<file path="src/rtl/iclass_pred_table_pkg.sv">
// Shared types for the instruction-class predictor: class vector, table entry
// layout, training operations and the confidence helpers.
package iclass_pkg;

    // Entry format. The table is tagged with PC bits just above the index.
    localparam int TAG_BITS  = 8;
    localparam int CONF_BITS = 2;

    localparam logic [CONF_BITS-1:0] CONF_MAX = '1;
    localparam logic [CONF_BITS-1:0] CONF_ONE = CONF_BITS'(1);

    // {Call,Return,Jump,Branch}; never assumed one-hot.
    typedef struct packed {
        logic call;
        logic ret;
        logic jump;
        logic branch;
    } iclass_t;

    typedef struct packed {
        logic [TAG_BITS-1:0]  tag;
        iclass_t              iClass;
        logic [CONF_BITS-1:0] conf;
    } iclass_entry_t;

    // What the M-stage training step does to the indexed entry.
    typedef enum logic [2:0] {
        UPD_NONE,
        UPD_ALLOC,
        UPD_INC,
        UPD_DEC,
        UPD_REPLACE,
        UPD_INVAL
    } upd_op_t;

    // A prediction is trusted once the confidence counter reaches its upper half.
    function automatic logic confTrusted(input logic [CONF_BITS-1:0] conf);
        return conf[CONF_BITS-1];
    endfunction

endpackage

</file>
<file path="src/rtl/iclass_pred_table_if.sv">
// Pipeline-side bundle of the class predictor: stalls/flushes, lookup and
// update addresses, decoded/resolved classes and the prediction outputs.
interface iclass_pred_table_if #(
    parameter int XLEN = 64
);
    import iclass_pkg::*;

    logic            StallF, StallD, StallE, StallM;
    logic            FlushD, FlushE, FlushM;
    logic            FlushTable;
    logic [XLEN-1:0] PCNextF;
    logic [XLEN-1:0] PCM;
    iclass_t         ClassD;
    iclass_t         ClassM;
    iclass_t         BPClassF;
    logic            BPHitF;
    logic            IClassWrongM;
    logic            BPReturnWrongD;

    // Pipeline / IFU side.
    modport master (
        output StallF, StallD, StallE, StallM,
        output FlushD, FlushE, FlushM, FlushTable,
        output PCNextF, PCM, ClassD, ClassM,
        input  BPClassF, BPHitF, IClassWrongM, BPReturnWrongD
    );

    // Predictor side.
    modport slave (
        input  StallF, StallD, StallE, StallM,
        input  FlushD, FlushE, FlushM, FlushTable,
        input  PCNextF, PCM, ClassD, ClassM,
        output BPClassF, BPHitF, IClassWrongM, BPReturnWrongD
    );

endinterface

</file>
<file path="src/rtl/iclass_pred_table_ram.sv">
// Predictor storage: entry array with a registered lookup port and a
// read-modify-write training port. Valid bits live in flops so the whole
// table can be invalidated in one cycle.
module iclass_pred_ram
    import iclass_pkg::*;
#(
    parameter int DEPTH = 64,
    localparam int IW   = $clog2(DEPTH)
) (
    input  logic          clk,
    input  logic          reset,
    input  logic          clearAll,
    input  logic          rdEn,
    input  logic [IW-1:0] rdIdx,
    output logic          rdValid,
    output iclass_entry_t rdEntry,
    input  logic [IW-1:0] updIdx,
    output logic          updValid,
    output iclass_entry_t updEntry,
    input  logic          wrEn,
    input  logic          wrValid,
    input  iclass_entry_t wrEntry
);

    iclass_entry_t    mem [DEPTH];
    logic [DEPTH-1:0] validReg;
    logic [DEPTH-1:0] validNext;
    logic             rdBypass;

    // Training port sees the current entry without a cycle of delay.
    assign updEntry = mem[updIdx];
    assign updValid = validReg[updIdx];
    assign rdBypass = wrEn && (updIdx == rdIdx);

    generate
        for (genvar gi = 0; gi < DEPTH; gi++) begin : gValid
            assign validNext[gi] = (wrEn && (updIdx == IW'(gi))) ? wrValid : validReg[gi];
        end
    endgenerate

    // Entry payload write; contents of invalid entries are don't-care, so no reset.
    always_ff @(posedge clk) begin
        if (wrEn)
            mem[updIdx] <= wrEntry;
    end

    // Valid vector: reset and table flush both clear every entry.
    always_ff @(posedge clk) begin
        if (!reset || clearAll)
            validReg <= '0;
        else
            validReg <= validNext;
    end

    // Lookup valid, write-first when training hits the same index.
    always_ff @(posedge clk) begin
        if (!reset || clearAll)
            rdValid <= 1'b0;
        else if (rdEn)
            rdValid <= rdBypass ? wrValid : validReg[rdIdx];
    end

    // Lookup payload, write-first; qualified by rdValid downstream.
    always_ff @(posedge clk) begin
        if (rdEn)
            rdEntry <= rdBypass ? wrEntry : mem[rdIdx];
    end

endmodule

</file>
<file path="src/rtl/iclass_pred_table.sv">
// Learning instruction-class predictor: fetch lookup, F->D->E->M
// misprediction tracking and M-stage training of a tagged table.
module iclass_pred_table
    import iclass_pkg::*;
#(
    parameter int XLEN  = 64,
    parameter int DEPTH = 64,
    parameter int ZCA   = 1
) (
    input  logic          clk,
    input  logic          reset,
    iclass_pred_table_if.slave bus
);

    localparam int IW  = $clog2(DEPTH);
    localparam int LSB = (ZCA != 0) ? 1 : 2;

    logic [IW-1:0]       lookupIdx, updIdx;
    logic [TAG_BITS-1:0] lookupTag, updTag, tagFReg;
    logic                rdValid, updValid, updHit, fire, wrEn, wrValid, fetchHit;
    iclass_entry_t       rdEntry, updEntry, wrEntry;
    upd_op_t             updOp;
    iclass_t             bpClassDReg;
    logic                wrongD, wrongEReg, wrongMReg;

    assign lookupIdx = bus.PCNextF[LSB +: IW];
    assign lookupTag = bus.PCNextF[LSB+IW +: TAG_BITS];
    assign updIdx    = bus.PCM[LSB +: IW];
    assign updTag    = bus.PCM[LSB+IW +: TAG_BITS];

    iclass_pred_ram #(.DEPTH(DEPTH)) uRam (
        .clk      (clk),
        .reset    (reset),
        .clearAll (bus.FlushTable),
        .rdEn     (!bus.StallF),
        .rdIdx    (lookupIdx),
        .rdValid  (rdValid),
        .rdEntry  (rdEntry),
        .updIdx   (updIdx),
        .updValid (updValid),
        .updEntry (updEntry),
        .wrEn     (wrEn),
        .wrValid  (wrValid),
        .wrEntry  (wrEntry)
    );

    // Tag of the PC now in F, captured alongside the table read.
    always_ff @(posedge clk) begin
        if (!reset)
            tagFReg <= '0;
        else if (!bus.StallF)
            tagFReg <= lookupTag;
    end

    assign fetchHit     = rdValid && (rdEntry.tag == tagFReg);
    assign bus.BPHitF   = fetchHit;
    assign bus.BPClassF = (fetchHit && confTrusted(rdEntry.conf)) ? rdEntry.iClass : '0;

    // F->D prediction register; flush wins over stall.
    always_ff @(posedge clk) begin
        if (!reset || bus.FlushD)
            bpClassDReg <= '0;
        else if (!bus.StallD)
            bpClassDReg <= bus.BPClassF;
    end

    assign wrongD             = |(bpClassDReg ^ bus.ClassD);
    assign bus.BPReturnWrongD = bpClassDReg.ret ^ bus.ClassD.ret;

    // D->E misprediction flag.
    always_ff @(posedge clk) begin
        if (!reset || bus.FlushE)
            wrongEReg <= 1'b0;
        else if (!bus.StallE)
            wrongEReg <= wrongD;
    end

    // E->M misprediction flag.
    always_ff @(posedge clk) begin
        if (!reset || bus.FlushM)
            wrongMReg <= 1'b0;
        else if (!bus.StallM)
            wrongMReg <= wrongEReg;
    end

    assign bus.IClassWrongM = wrongMReg;

    // Training decision against the entry as it stands now, not as seen in F.
    always_comb begin
        updOp   = UPD_NONE;
        wrEntry = updEntry;
        wrValid = 1'b1;
        updHit  = updValid && (updEntry.tag == updTag);
        fire    = !bus.StallM && !bus.FlushM && ((bus.ClassM != '0) || updHit);
        if (fire) begin
            if (!updHit)
                updOp = (bus.ClassM != '0) ? UPD_ALLOC : UPD_NONE;
            else if (updEntry.iClass == bus.ClassM)
                updOp = UPD_INC;
            else if (updEntry.conf != '0)
                updOp = UPD_DEC;
            else if (bus.ClassM != '0)
                updOp = UPD_REPLACE;
            else
                updOp = UPD_INVAL;
        end
        case (updOp)
            UPD_ALLOC, UPD_REPLACE: begin
                wrEntry.tag    = updTag;
                wrEntry.iClass = bus.ClassM;
                wrEntry.conf   = CONF_ONE;
            end
            UPD_INC:   if (updEntry.conf != CONF_MAX) wrEntry.conf = updEntry.conf + CONF_ONE;
            UPD_DEC:   wrEntry.conf = updEntry.conf - CONF_ONE;
            UPD_INVAL: wrValid = 1'b0;
            default:   ;
        endcase
        // Reset and a table flush both suppress the write.
        wrEn = (updOp != UPD_NONE) && reset && !bus.FlushTable;
    end

endmodule

</file>
<file path="src/flat_wrapper.sv">
// flat-port wrapper written by rule: the top's interface ports become plain ports
module iclass_pred_table_flat import iclass_pkg::*;
#(
    parameter int XLEN  = 64,
    parameter int DEPTH = 64,
    parameter int ZCA   = 1
)
  (clk, reset, bus_StallF, bus_StallD, bus_StallE, bus_StallM, bus_FlushD, bus_FlushE, bus_FlushM, bus_FlushTable, bus_PCNextF, bus_PCM, bus_ClassD, bus_ClassM, bus_BPClassF, bus_BPHitF, bus_IClassWrongM, bus_BPReturnWrongD);
  iclass_pred_table_if #(.XLEN(XLEN)) bus_i ();
  input  logic clk;
  input  logic reset;
  input wire logic [$bits(bus_i.StallF)-1:0] bus_StallF;
  input wire logic [$bits(bus_i.StallD)-1:0] bus_StallD;
  input wire logic [$bits(bus_i.StallE)-1:0] bus_StallE;
  input wire logic [$bits(bus_i.StallM)-1:0] bus_StallM;
  input wire logic [$bits(bus_i.FlushD)-1:0] bus_FlushD;
  input wire logic [$bits(bus_i.FlushE)-1:0] bus_FlushE;
  input wire logic [$bits(bus_i.FlushM)-1:0] bus_FlushM;
  input wire logic [$bits(bus_i.FlushTable)-1:0] bus_FlushTable;
  input wire logic [$bits(bus_i.PCNextF)-1:0] bus_PCNextF;
  input wire logic [$bits(bus_i.PCM)-1:0] bus_PCM;
  input wire logic [$bits(bus_i.ClassD)-1:0] bus_ClassD;
  input wire logic [$bits(bus_i.ClassM)-1:0] bus_ClassM;
  output wire logic [$bits(bus_i.BPClassF)-1:0] bus_BPClassF;
  output wire logic [$bits(bus_i.BPHitF)-1:0] bus_BPHitF;
  output wire logic [$bits(bus_i.IClassWrongM)-1:0] bus_IClassWrongM;
  output wire logic [$bits(bus_i.BPReturnWrongD)-1:0] bus_BPReturnWrongD;
  assign bus_i.StallF = bus_StallF;
  assign bus_i.StallD = bus_StallD;
  assign bus_i.StallE = bus_StallE;
  assign bus_i.StallM = bus_StallM;
  assign bus_i.FlushD = bus_FlushD;
  assign bus_i.FlushE = bus_FlushE;
  assign bus_i.FlushM = bus_FlushM;
  assign bus_i.FlushTable = bus_FlushTable;
  assign bus_i.PCNextF = bus_PCNextF;
  assign bus_i.PCM = bus_PCM;
  assign bus_i.ClassD = bus_ClassD;
  assign bus_i.ClassM = bus_ClassM;
  assign bus_BPClassF = bus_i.BPClassF;
  assign bus_BPHitF = bus_i.BPHitF;
  assign bus_IClassWrongM = bus_i.IClassWrongM;
  assign bus_BPReturnWrongD = bus_i.BPReturnWrongD;
  iclass_pred_table #(.XLEN(XLEN), .DEPTH(DEPTH), .ZCA(ZCA)) u_core (.clk(clk), .reset(reset), .bus(bus_i));
endmodule
</file>
<file path="config.mk">
export PLATFORM = sky130hd
export DESIGN_NAME = iclass_pred_table_flat
export DESIGN_NICKNAME = d
export VERILOG_FILES = /design/src/rtl/iclass_pred_table_pkg.sv /design/src/rtl/iclass_pred_table_if.sv /design/src/rtl/iclass_pred_table_ram.sv /design/src/rtl/iclass_pred_table.sv /design/src/flat_wrapper.sv
export SDC_FILE = /design/constraint.sdc
export NUM_CORES = 1
export LEC_CHECK = 0
export BUFFER_PORTS_ARGS = -buffer_cell sky130_fd_sc_hd__buf_4
export CORE_UTILIZATION = 40
export DETAILED_ROUTE_END_ITERATION = 10
export GPL_ROUTABILITY_DRIVEN = 1
export SYNTH_ARGS = -nofsm -noshare
export SYNTH_HDL_FRONTEND = slang
export SYNTH_SLANG_ARGS = --single-unit
</file>
<file path="constraint.sdc">
create_clock -name clk -period 14.55 [get_ports clk]
set_clock_uncertainty 0.05 [all_clocks]
set_input_delay 2.91 -clock clk [delete_from_list [all_inputs] [get_ports clk]]
set_output_delay 2.91 -clock clk [all_outputs]
set_load 0.01 [all_outputs]
</file>
==> impl_metrics.env, run 1 <==
export IMPL_outcome="finished, final reports clean"
export IMPL_routed_wl_um=153400
export IMPL_clock_sinks=988
export IMPL_cp_end_kind="flop"
export IMPL_vias_per_cell=6.614
export IMPL_combPwrFrac=0.091
export IMPL_initial_core_util=0.4029
export IMPL_ys_ff_latch=988
export IMPL_drc=0
export IMPL_netlist_area_um2=46760
export IMPL_synth_adder_area_share=0.0005352
export IMPL_post_route_min_period_ns=9.072
export IMPL_synth_edf_count=909
export IMPL_wl_per_cell_um=36.79
export IMPL_area_growth_pct=12.62
export IMPL_grt_ovfl_total=0
export IMPL_cts_tree="done"
export IMPL_gp_congestion=0.9600
export IMPL_stdcell_count=4171
export IMPL_synth_compound_area_frac=0.03886
export IMPL_grt_util_met2=0.4037
export IMPL_grt_pass1_wl_um=212300
export IMPL_placed_cells=3985
export IMPL_crit_arrival_ns=9.34
export IMPL_clkPwrFrac=0.412
export IMPL_grt_pass1_vias=27953
export IMPL_synth_simple_area_share=0.03599
export IMPL_n_antenna_cell=0
export IMPL_fill_cells=9823
export IMPL_hpwl_um=92300
export IMPL_cts_buffer_depth=3
export IMPL_hp_start="u_core.uRam.validReg[44]"
export IMPL_port_buffers=52
export IMPL_finalCritPeriodShare=0.6235
export IMPL_worstSetupPathDepth=17
export IMPL_synth_area_mux_share=0.2788
export IMPL_maxCapViolations=0
export IMPL_postCtsResizedCells=0
export IMPL_cts_clk_slew_worst_paths_ns=0.06
export IMPL_cts_root_buf="clkbuf_16"
export IMPL_cts_setup_buffers=0
export IMPL_rsz0062_at_grt="no"
export IMPL_crit_chain="buf_8, buf_12, buf_4, mux2i_1, a22oi_1, a21oi_1, o41ai_1, and3_1, o22ai_1, nor4_4, nand3_2, a21bo_4, buf_4, or2_0, buf_4, nor2_2, buf_4"
export IMPL_synthArstFlopShare=0
export IMPL_grtUsageMet3=0.06625
export IMPL_p_sw_frac=0.2336
export IMPL_power_frac_seq=0.496
export IMPL_r2r_start="u_core.uRam.validReg[32]"
export IMPL_dr_pass1_iters=5
export IMPL_die_area_um2=118300
export IMPL_intPower_w=0.004925
export IMPL_drv_slew=0
export IMPL_criticalPathCategory="input pin to flop"
export IMPL_layout_drive_gt1_share=0.3309
export IMPL_gr_max_usage_layer="met2"
export IMPL_hold_path_endpoint="u_core.uRam.validReg[44]"
export IMPL_antenna_left=0
export IMPL_switching_power_w=0.001501
export IMPL_crit_buf_inv=6
export IMPL_finalSetupViolCount=0
export IMPL_rows=125
export IMPL_crit_top_cell="buf_4"
export IMPL_tightest_slew_ns=1.427
export IMPL_synthFlopType="edfxtp_1"
export IMPL_rr_worst_depth=14
export IMPL_slew_headroom=0.04658
export IMPL_r2r_end="u_core.uRam.mem[29][7]"
export IMPL_synth_avg_cell_area_um2=18.58
export IMPL_mostFrequentLayoutCell="edfxtp_1"
export IMPL_clock_latency_ns=0.69
export IMPL_finalHoldViolations=0
export IMPL_die_x_um=343.9
export IMPL_max_clock_freq_ghz=0.1102
export IMPL_worstPathMaxFanout=85
export IMPL_crit_family="buffers and inverters"
export IMPL_max_stage_delay_ns=0.85
export IMPL_grt_usage=0.2597
export IMPL_syn_num_nets=2664
export IMPL_powerDensity_nw_per_um2=122.0
export IMPL_ctsHoldBuffers=0
export IMPL_synth_distinct_cells=67
export IMPL_worst_path_max_delay_cell="o41ai_1"
export IMPL_cts_buffers=101
export IMPL_die_y_um=343.9
export IMPL_cts_htree_levels=3
export IMPL_yosysWarnings=0
export IMPL_hold_class="flop to flop"
export IMPL_io_pins=153
export IMPL_grt_start_max_net_pins=110
export IMPL_ff_latch_area_um2=28880
export IMPL_multi_input_area_um2=17290
export IMPL_critical_path_startpoint_type="input pin"
export IMPL_coreArea_um2=116000
export IMPL_yosysSeqAreaShare=0.6176
export IMPL_hold_depth=2
export IMPL_setup_tns_ns=0
export IMPL_peakVddDrop_mv=0.09067
export IMPL_synth_xor_area_share=0.005432
export IMPL_num_vias=27587
export IMPL_layout_common_cells="edfxtp_1, mux4_2, mux2i_1, buf_4, nand2_1"
export IMPL_worstPathRequired_ns=14.81
export IMPL_antenna_found_initial=3
export IMPL_r2r_slack_ns=9.00
export IMPL_p_leak_nw=16.99
export IMPL_nets=2712
export IMPL_grtUsageMet1=0.3437
export IMPL_syn_inst=2516
export IMPL_synth_top_family_by_area="multiplexers"
export IMPL_drt_iter0_drc=3668
[sequential cells by signal, indices dropped and copies added (netlist names)]
name                     flops
u_core.uRam.rdValid          1
u_core.tagFReg               8
u_core.uRam.mem            896
u_core.uRam.validReg        64
u_core.bpClassDReg           4
u_core.wrongEReg             1
u_core.uRam.rdEntry         13
u_core.bus.IClassWrongM      1
[power groups by stage]
| stage | sequential, W | combinational, W | clock (W) |
|---|---|---|---|
| floorplan | 0.00325 | 0.000368 | 0 |
| global placement | 0.00325 | 0.000565 | 0 |
| detailed placement | 0.00325 | 0.000579 | 0 |
| CTS | 0.00319 | 0.000580 | 0.00268 |
| global route | 0.00319 | 0.000611 | 0.00279 |
| finish | 0.00319 | 0.000587 | 0.00265 |
[layout make-up]
class | count | share of cell area
Clock inverter | 68 | 0.01359
Sequential cell | 988 | 0.5484
Timing Repair Buffer | 151 | 0.02310
Multi-Input combinational cell | 1314 | 0.3284
Tap cell | 1524 | 0.03621
Clock buffer | 118 | 0.04978
Inverter | 8 | 0.0005703
[kinds of logic (layout without fill, tap and decap cells)]
group                    Yosys count  count (layout)
adder cells (fa/ha/maj)            2               2
flip-flops                       988             988
AND/OR/NAND/NOR                  315             315
multiplexers                     723             723
AO/OA/AOI/OAI                    245             245
buffers and inverters            214             345
XOR/XNOR                          29              29
[synthesized netlist by cell type (3+ instances only)]
master / count / share of area
xnor2_1: 7 / 0.0013
o21a_1: 3 / 0.00048
and3_1: 12 / 0.0016
o311ai_0: 25 / 0.0047
mux4_2: 461 / 0.22
clkbuf_1: 76 / 0.0061
nor2_1: 56 / 0.0045
o21ai_0: 9 / 0.00096
nand2_1: 112 / 0.0090
buf_1: 46 / 0.0037
o211ai_1: 5 / 0.00080
o31ai_1: 24 / 0.0039
buf_6: 14 / 0.0034
nand3_1: 25 / 0.0027
inv_1: 7 / 0.00056
a221oi_1: 11 / 0.0021
o41ai_1: 4 / 0.00075
mux2_2: 23 / 0.0055
buf_4: 28 / 0.0045
dfxtp_1: 79 / 0.034
a21o_1: 3 / 0.00048
buf_2: 42 / 0.0045
nand2b_1: 6 / 0.00080
nor3_1: 9 / 0.00096
a21oi_1: 34 / 0.0036
nand4_1: 4 / 0.00054
and2_1: 6 / 0.00080
a211oi_1: 6 / 0.00096
a32oi_1: 5 / 0.00094
nor3_2: 36 / 0.0077
a31o_2: 4 / 0.00075
a32o_1: 4 / 0.00086
xor2_1: 22 / 0.0041
nor4_1: 7 / 0.00094
edfxtp_1: 909 / 0.58
nor2b_1: 24 / 0.0032
a22oi_1: 78 / 0.013
o22ai_1: 10 / 0.0013
mux2i_1: 239 / 0.051
a31oi_1: 5 / 0.00067
[through the flow]
stage               hold slack (ns)  cell area (um^2)  utilization  worst slack [ns]  power, W
finish                       0.4283             52660       0.4538             5.478  0.006427
global route                 0.4452             52660       0.4538             5.162  0.006587
CTS                          0.4261             52650       0.4537             5.749  0.006450
detailed placement           0.4156             49310       0.4249             5.050  0.003829
global placement             0.4024             49310       0.4249             5.115  0.003814
floorplan                    0.3914             46760            -             5.280  0.003622
[worst max-delay path by stage]
stage,from,end,slack (ns)
floorplan,bus_PCM[2],u_core.uRam.mem[0][0],5.28
global placement,bus_PCM[2],u_core.uRam.mem[26][7],5.11
detailed placement,bus_PCM[1],u_core.uRam.rdEntry[13],5.05
CTS,bus_PCM[2],u_core.uRam.mem[26][1],5.75
global route,bus_PCM[2],u_core.uRam.rdEntry[13],5.16
finish,bus_PCM[2],u_core.uRam.mem[29][7],5.48
[worst register-to-register path, stage by stage (launching register included)]
cell       delay, ns
dfxtp_1         0.36
mux4_2          0.24
nand2_1         0.05
and3_1          0.25
a2111oi_2       1.08
or2b_1          0.29
a31oi_1         0.18
and3_1          0.40
nand3_2         0.18
a21bo_4         0.46
buf_4           0.46
or2_0           0.36
buf_4           0.23
nor2_2          0.17
buf_4           0.41
[per-layer routing]
metal,vias up,wire (um)
met5,-,13
met4,2,7811
met1,14721,57720
met3,318,16680
met2,1763,71210
li1,10783,-
(Power assumes the default switching activity.)
==> inputs of run 2 (changes only) <==
clock period = 7.5 ns   (was 14.55 ns; I/O delays follow)
==> run 2 against run 1 <==
- register-to-register slack lost 6.2 ns
- non-clock buffer count grew 72
- final cell count grew 2.0%
- count of clock-buffer cells in the layout grew 5
- die area is the same
- total power grew 94%
- hold slack lost 0.0074 ns
==> impl_metrics.env, run 2 (same netlist as run 1, synthesis figures left out) <==
export IMPL_cp_end_kind="flop"
export IMPL_drt_iter0_drc=4289
export IMPL_crit_chain="clkbuf_8, nor2b_4, buf_12, a22oi_1, a21oi_1, o41ai_1, and3_1, o22ai_1, nor4_4, nand3_2, a21bo_4, buf_4, nor3_2, buf_12"
export IMPL_crit_top_cell="buf_12"
export IMPL_postCtsResizedCells=0
export IMPL_slew_headroom=0.2063
export IMPL_critical_path_startpoint_type="input pin"
export IMPL_max_clock_freq_ghz=0.1633
export IMPL_powerDensity_nw_per_um2=230.7
export IMPL_largest_reg_flops=896
export IMPL_die_area_um2=118300
export IMPL_maxCapViolations=0
export IMPL_area_growth_pct=15.74
export IMPL_setup_ws_ns=1.377
export IMPL_worstPathRequired_ns=7.82
export IMPL_drv_slew=0
export IMPL_holdWs_ns=0.4209
export IMPL_port_buffers=52
export IMPL_clock_latency_ns=0.70
export IMPL_rows=125
export IMPL_power_w=0.01249
export IMPL_worst_path_max_delay_cell="o41ai_1"
export IMPL_initial_core_util=0.4029
export IMPL_crit_arrival_ns=6.44
export IMPL_dpl_cell_area_um2=50760
export IMPL_crit_buf_inv=4
export IMPL_antenna_found_initial=6
export IMPL_grt_ovfl_total=0
export IMPL_max_stage_delay_ns=1.10
export IMPL_cts_root_buf="clkbuf_16"
export IMPL_cts_clk_slew_worst_paths_ns=0.06
export IMPL_grt_pass1_wl_um=216200
export IMPL_grt_start_max_net_pins=98
export IMPL_crit_family="compound AO/OA/AOI/OAI gates"
export IMPL_fin_area_um2=54120
export IMPL_largest_register="u_core.uRam.mem"
export IMPL_worstPathMaxFanout=41
export IMPL_dr_pass1_iters=6
export IMPL_p_leak_nw=17.56
export IMPL_die_y_um=343.9
export IMPL_stdcell_count=4254
export IMPL_dpl_worst_slack_ns=0.9707
export IMPL_fill_cells=9654
export IMPL_reg_top3="u_core.uRam.mem: 896 flops, u_core.uRam.validReg: 64 flops, u_core.uRam.rdEntry: 13 flops"
export IMPL_antenna_left=0
export IMPL_io_pins=153
export IMPL_layout_common_cells="edfxtp_1, mux4_2, mux2i_1, buf_4, nand2_1"
export IMPL_num_vias=28190
export IMPL_rsz0062_at_grt="no"
export IMPL_finalHoldViolations=0
export IMPL_cts_setup_buffers=0
export IMPL_cts_buffer_depth=3
export IMPL_mostFrequentLayoutCell="edfxtp_1"
export IMPL_tightest_slew_ns=1.175
export IMPL_cts_tree="done"
export IMPL_routed_wl_um=156100
export IMPL_die_x_um=343.9
export IMPL_finalSetupViolCount=0
export IMPL_cts_htree_levels=3
export IMPL_hold_class="flop to flop"
export IMPL_cts_buffers=103
export IMPL_coreArea_um2=116000
export IMPL_grt_usage=0.2642
export IMPL_finalCritPeriodShare=0.8165
export IMPL_clock_sinks=988
export IMPL_grt_pass1_vias=28185
export IMPL_post_route_min_period_ns=6.123
export IMPL_placed_cells=4057
export IMPL_drc=0
export IMPL_peakVddDrop_mv=0.1790
export IMPL_layout_drive_gt1_share=0.3486
export IMPL_gp_congestion=0.9760
export IMPL_criticalPathCategory="input pin to flop"
export IMPL_nets=2786
export IMPL_outcome="finished, final reports clean"
export IMPL_vias_per_cell=6.627
export IMPL_hpwl_um=98480
export IMPL_ctsHoldBuffers=0
export IMPL_wl_per_cell_um=36.70
-- run 2: changes by cell type in the layout (fill, tap and decap cells not counted), sizes merged --
cell,before,now
clkinv,46,56
clkinvlp,3,6
bufinv,14,8
clkbuf,119,124
inv,13,10
buf,150,222
diode,0,2
-- run 2: final timing paths --
kind                                start                       to  slack, ns  depth (start not counted)
hold / removal    u_core.uRam.validReg[9]  u_core.uRam.validReg[9]       0.42                          2
hold reg to reg   u_core.uRam.validReg[9]  u_core.uRam.validReg[9]       0.42                          2
setup / recovery               bus_PCM[1]    u_core.uRam.mem[2][1]       1.38                         14
setup reg to reg   u_core.uRam.mem[55][7]    u_core.uRam.mem[2][1]       2.79                         12
-- run 2: report_power, final --
group	internal, W	total (W)	switching (W)
combinational	0.000436	0.00120	0.000769
sequential	0.00618	0.00618	0.00000630
clock	0.00288	0.00510	0.00222
total	0.00950	0.0125	0.00299
-- run 2: cell type report --
class | instances | area, um^2 | area share
diodes | 2 | 5.005 | 0.00009248
clock buffers | 123 | 2735 | 0.05054
clock inverters | 72 | 619.3 | 0.01144
inverters | 8 | 30.03 | 0.0005549
multi-input cells | 1314 | 17260 | 0.3189
flip-flops and latches | 988 | 28880 | 0.5336
well taps | 1524 | 1907 | 0.03524
repair buffers | 223 | 2683 | 0.04957
-- run 2: metrics by stage --
step                        util  setup TNS (ns)
after global routing      0.4663               0
final                     0.4663               0
after floorplan                -          -50.28
after global placement    0.4374               0
after detailed placement  0.4374               0
after CTS                 0.4663               0
-- run 2: worst reg2reg max path: stages, from the launching register on --
cell	delay (ns)
edfxtp_1	0.34
mux2i_1	0.08
a22oi_1	0.30
a21oi_1	0.23
o41ai_1	1.11
and3_1	0.30
o22ai_1	0.12
nor4_4	0.37
nand3_2	0.19
a21bo_4	0.37
buf_4	0.31
nor3_2	0.33
buf_12	0.26
-- run 2: routing by layer --
metal  track usage  up-vias  routed length (um)
li1              -    10960                   -
met1        0.3540    15092               59590
met2        0.4112     1807               72440
met3       0.06818      329               16880
met4        0.1094        2                7201
met5             0        -                  13
